`config.mk`:
```
export PLATFORM = sky130hd
export DESIGN_NAME = snd_mailbox
export DESIGN_NICKNAME = d
export VERILOG_FILES = /design/src/rtl/snd_mailbox.sv
export SDC_FILE = /design/constraint.sdc
export NUM_CORES = 1
export LEC_CHECK = 0
export ABC_AREA = 0
export BUFFER_PORTS_ARGS = -buffer_cell sky130_fd_sc_hd__buf_2
export CORE_MARGIN = 5
export CORE_UTILIZATION = 30
export CTS_BUF_LIST = sky130_fd_sc_hd__clkbuf_4
export CTS_CLUSTER_DIAMETER = 200
export CTS_CLUSTER_SIZE = 8
export DETAILED_ROUTE_END_ITERATION = 8
export GPL_ROUTABILITY_DRIVEN = 0
export PLACE_DENSITY_LB_ADDON = 0.12
export SLEW_MARGIN = 0
export SYNTH_ARGS = -nofsm -noshare
export SYNTH_HDL_FRONTEND = slang
export SYNTH_SLANG_ARGS = --single-unit
```
`constraint.sdc`:
```
create_clock -name CLK -period 2.2 [get_ports CLK]
set_input_delay 0.44 -clock CLK [delete_from_list [all_inputs] [get_ports CLK]]
set_output_delay 0.44 -clock CLK [all_outputs]
set_load 0.1 [all_outputs]
```
`src/rtl/snd_mailbox.sv`:
```
// snd_mailbox: Z80-side 68k<->Z80 sound command/reply mailbox with edge-triggered NMI.
// Define SND_MAILBOX_OVERRUN_EN to add the CMD_OVERRUN flag.
module snd_mailbox #(
  parameter logic [7:0] CMD_RST_VAL   = 8'h00,
  parameter logic [7:0] REPLY_RST_VAL = 8'h00,
  parameter int         NMI_GAP       = 4
) (
  input  logic       CLK,
  input  logic       RESET,
  input  logic       M68K_CMD_WE,
  input  logic [7:0] M68K_DIN,
  input  logic       M68K_REPLY_RE,
  output logic [7:0] M68K_REPLY,
  output logic       REPLY_VALID,
  input  logic       Z80_CMD_RE,
  output logic [7:0] Z80_CMD,
  input  logic       Z80_REPLY_WE,
  input  logic [7:0] Z80_DIN,
  input  logic       Z80_NMI_EN,
  output logic       CMD_PENDING,
`ifdef SND_MAILBOX_OVERRUN_EN
  output logic       CMD_OVERRUN,
`endif
  output logic       nZ80NMI
);
  typedef enum logic [1:0] {IDLE, ASSERT, GAP} state_t;
  localparam logic [3:0] GAP_LD = 4'(NMI_GAP - 1);
  state_t     state, next_state;
  logic [3:0] cnt, next_cnt;
  logic       next_nmi_n;
  logic       rd;
  // A same-cycle 68k write overrides the Z80 acknowledge.
  assign rd = Z80_CMD_RE & ~M68K_CMD_WE;
  always_ff @(posedge CLK or posedge RESET)
    if (RESET) begin
      Z80_CMD     <= CMD_RST_VAL;
      CMD_PENDING <= 1'b0;
      M68K_REPLY  <= REPLY_RST_VAL;
      REPLY_VALID <= 1'b0;
    end else begin
      if (M68K_CMD_WE) Z80_CMD <= M68K_DIN;
      CMD_PENDING <= M68K_CMD_WE | (CMD_PENDING & ~Z80_CMD_RE);
      if (Z80_REPLY_WE) M68K_REPLY <= Z80_DIN;
      REPLY_VALID <= Z80_REPLY_WE | (REPLY_VALID & ~M68K_REPLY_RE);
    end
`ifdef SND_MAILBOX_OVERRUN_EN
  always_ff @(posedge CLK or posedge RESET)
    if (RESET) CMD_OVERRUN <= 1'b0;
    else CMD_OVERRUN <= (M68K_CMD_WE & CMD_PENDING) | (CMD_OVERRUN & ~rd);
`endif
  always_ff @(posedge CLK or posedge RESET)
    if (RESET) begin
      state   <= IDLE;
      cnt     <= 4'd0;
      nZ80NMI <= 1'b1;
    end else begin
      state   <= next_state;
      cnt     <= next_cnt;
      nZ80NMI <= next_nmi_n;
    end
  always_comb begin
    next_state = state;
    next_cnt   = cnt;
    case (state)
      IDLE:
        if (CMD_PENDING & Z80_NMI_EN & ~rd) next_state = ASSERT;
      ASSERT:
        if (M68K_CMD_WE) begin
          next_state = GAP;
          next_cnt   = GAP_LD;
        end else if (Z80_CMD_RE | ~Z80_NMI_EN) next_state = IDLE;
      GAP:
        if (rd) next_state = IDLE;
        else if (cnt == 4'd0) next_state = (CMD_PENDING & Z80_NMI_EN) ? ASSERT : IDLE;
        else next_cnt = cnt - 4'd1;
      default: next_state = IDLE;
    endcase
  end
  always_comb next_nmi_n = (next_state != ASSERT);
endmodule

```
==> flow_summary.ini <==
[synthesis]
synth.avg_cell_area_um2 = 12.3
syn_area_um2 = 1100
ys_types = 27
netlist_instances = 89
yosysSeqAreaShare_pct = 57.2
yosys_warnings = 0
syn_nets = 113
ys_ff_latch = 25

[floorplanning]
die_w_um = 70.4
boundaryPins = 42
core_area_um2 = 3610
num_rows = 22
start_util_pct = 30.4
dieArea_um2 = 4960
die_h_um = 70.4

[route]
post_drt_via_cell_ratio = 4.50
drt-initial-drc-count = 12
antenna_left = 0
vias = 810
wl_um = 2190
routedWlPerCell_um = 12.2
drc_errors = 0
dr.pass1.iters = 4

[cells_and_area]
syn_to_final_growth_pct = 25.8
final_layout_size_suffix_gt1_share_pct = 49.2
layout_commonest_cell = buf_2
multi_input_area_um2 = 423
diodes = 0
nFillCells = 385
nets = 157
seq_area_um2 = 627
utilization_pct = 38.2
final_cell_mix = 41 x buf_2, 24 x dfrtp_1, 16 x mux2_2

[clocking]
cts_buffers = 3
postCtsHoldBufs = 0
h-tree-depth = 1
cts_sinks = 25
cts.repair.resized = 0
cts_tree = done
clockBufferDepth = 2
clock_latency_ps = 320
cts-root-buf = clkbuf_4
clkTransAtPathRegs_ps = 140
postCtsSetupBuffers = 0

[setup_path]
cpLargestDelayFamily = flip-flops
critPathKind = reg2out
crit_slowest_cell = dfstp_2
cp-start-kind = register
crit_arrival_ps = 1270
crit_path_end_kind = primary output
path_cells = buf_2
cpPeakStageDelay_ps = 540
critPathBufInv = 1
path_depth = 1
cp_max_fo = 1
crit_required_ps = 1760
r2r_cells = 6

[timing]
fmax_mhz = 586
hold_violations = 0
setup_viol = 0
period_needed_ps = 1710
slew_headroom_pct = 67.6
setup_tns_ps = 0
rsz0062_at_grt = false
fin_ws_ps = 495
worst_pin_slew_ps = 490
fin_skew_ps = 5.36
fin_crit_sh_pct = 77.5
drv_slew = 0
whs_ps = 87.7

[power_and_ir_drop]
power.density_nw_per_um2 = 1030
vdd_drop_max_mv = 0.449
power.leakage_nw = 0.657

[status]
status = complete, no violations

[grt]
overflow = 0
grt_use_total_pct = 9.19
grt_pass1_vias = 844
antenna_found_initial = 0
grt_pass1_wl_um = 3680
grt_start_max_net_pins = 16

[place]
portBuffers = 41
preCtsSetupSlack_ps = 607
hpwl_um = 1680

[flow_run]
drv_cap = 0

[hold_path]
hold_path.class = in2async
metrics by stage:
step           total power, mW  area (um2)  cells
2_1_floorplan             1.12        1100     89
3_3_place_gp              1.21        1350    176
3_5_place_dp              1.21        1350    176
4_1_cts                   1.43        1380    180
5_1_grt                   1.50        1380    180
6_report                  1.42        1380    180
cell type report:
cell class              instances  area share (%)
flip-flops and latches         25            45.5
multi-input cells              54            30.7
repair buffers                 42            15.4
well taps                      48            4.36
inverters                       7            1.91
clock buffers                   3            1.63
clock inverters                 1           0.544
state kept, by name, indices dropped and copies added (netlist names):
signal / cells
Z80_CMD: 8
M68K_REPLY: 8
REPLY_VALID: 1
state: 2
CMD_PENDING: 1
cnt: 4
nZ80NMI: 1
logic make-up (layout without fill, tap and decap cells):
logic type	Yosys count	after routing	synth area share [%]
multiplexers	16	16	16.4
adder cells (fa/ha/maj)	1	1	1.14
buffers and inverters	10	53	4.22
AO/OA/AOI/OAI	19	19	11.4
AND/OR/NAND/NOR	18	18	9.59
flip-flops	25	25	57.2
where the power goes:
group | internal, mW | switching [mW]
registers | 0.539 | 0.0775
clock network | 0.0695 | 0.143
logic | 0.174 | 0.413
total | 0.782 | 0.634
per-layer routing:
layer  track usage (%)  part of all wire, %  wire length, um
met1              10.5                   43              939
met2              15.3                   48             1040
met3              4.32                  8.4              185
met4              2.55                  1.1               23
met5                 0                    0                0
synth_stat cells, drive strengths merged:
master / count / share of area, %
a31oi: 2 / 1.1
o21ai: 2 / 0.91
buf: 2 / 1.5
nor3b: 1 / 0.69
a31o: 2 / 1.6
o221a: 1 / 1.0
a21oi: 6 / 2.7
nor2: 4 / 1.4
clkbuf: 1 / 0.34
o22ai: 2 / 1.1
and2: 1 / 0.80
or3b: 1 / 0.80
nor3: 1 / 0.46
inv: 7 / 2.4
dfstp: 1 / 2.4
a21o: 3 / 2.1
nand3b: 2 / 1.4
mux2: 16 / 16
nand2b: 2 / 1.8
ha: 1 / 1.1
nand2: 4 / 1.4
nand3: 2 / 0.91
o221ai: 1 / 0.80
dfrtp: 24 / 55
worst reg2reg max path, delay by kind of cell (launching register included):
kind                       cells  cell delay [ps]
AOI/OAI and AO/OA              2              350
adders and majority gates      1              200
buffers and inverters          1               70
and+or+nand+nor                2              470
DFF                            1              440
final timing paths:
check / from / slack, ps / endpoint
setup / recovery: nZ80NMI / 490 / nZ80NMI
hold / removal: RESET / 90 / Z80_CMD[5]
setup reg to reg: cnt[0] / 580 / cnt[2]
hold reg to reg: REPLY_VALID / 510 / REPLY_VALID
max in group asynchronous: RESET / 1560 / state[1]
min in group CLK: Z80_NMI_EN / 320 / nZ80NMI
No activity file was read; power rests on OpenSTA's default activity.
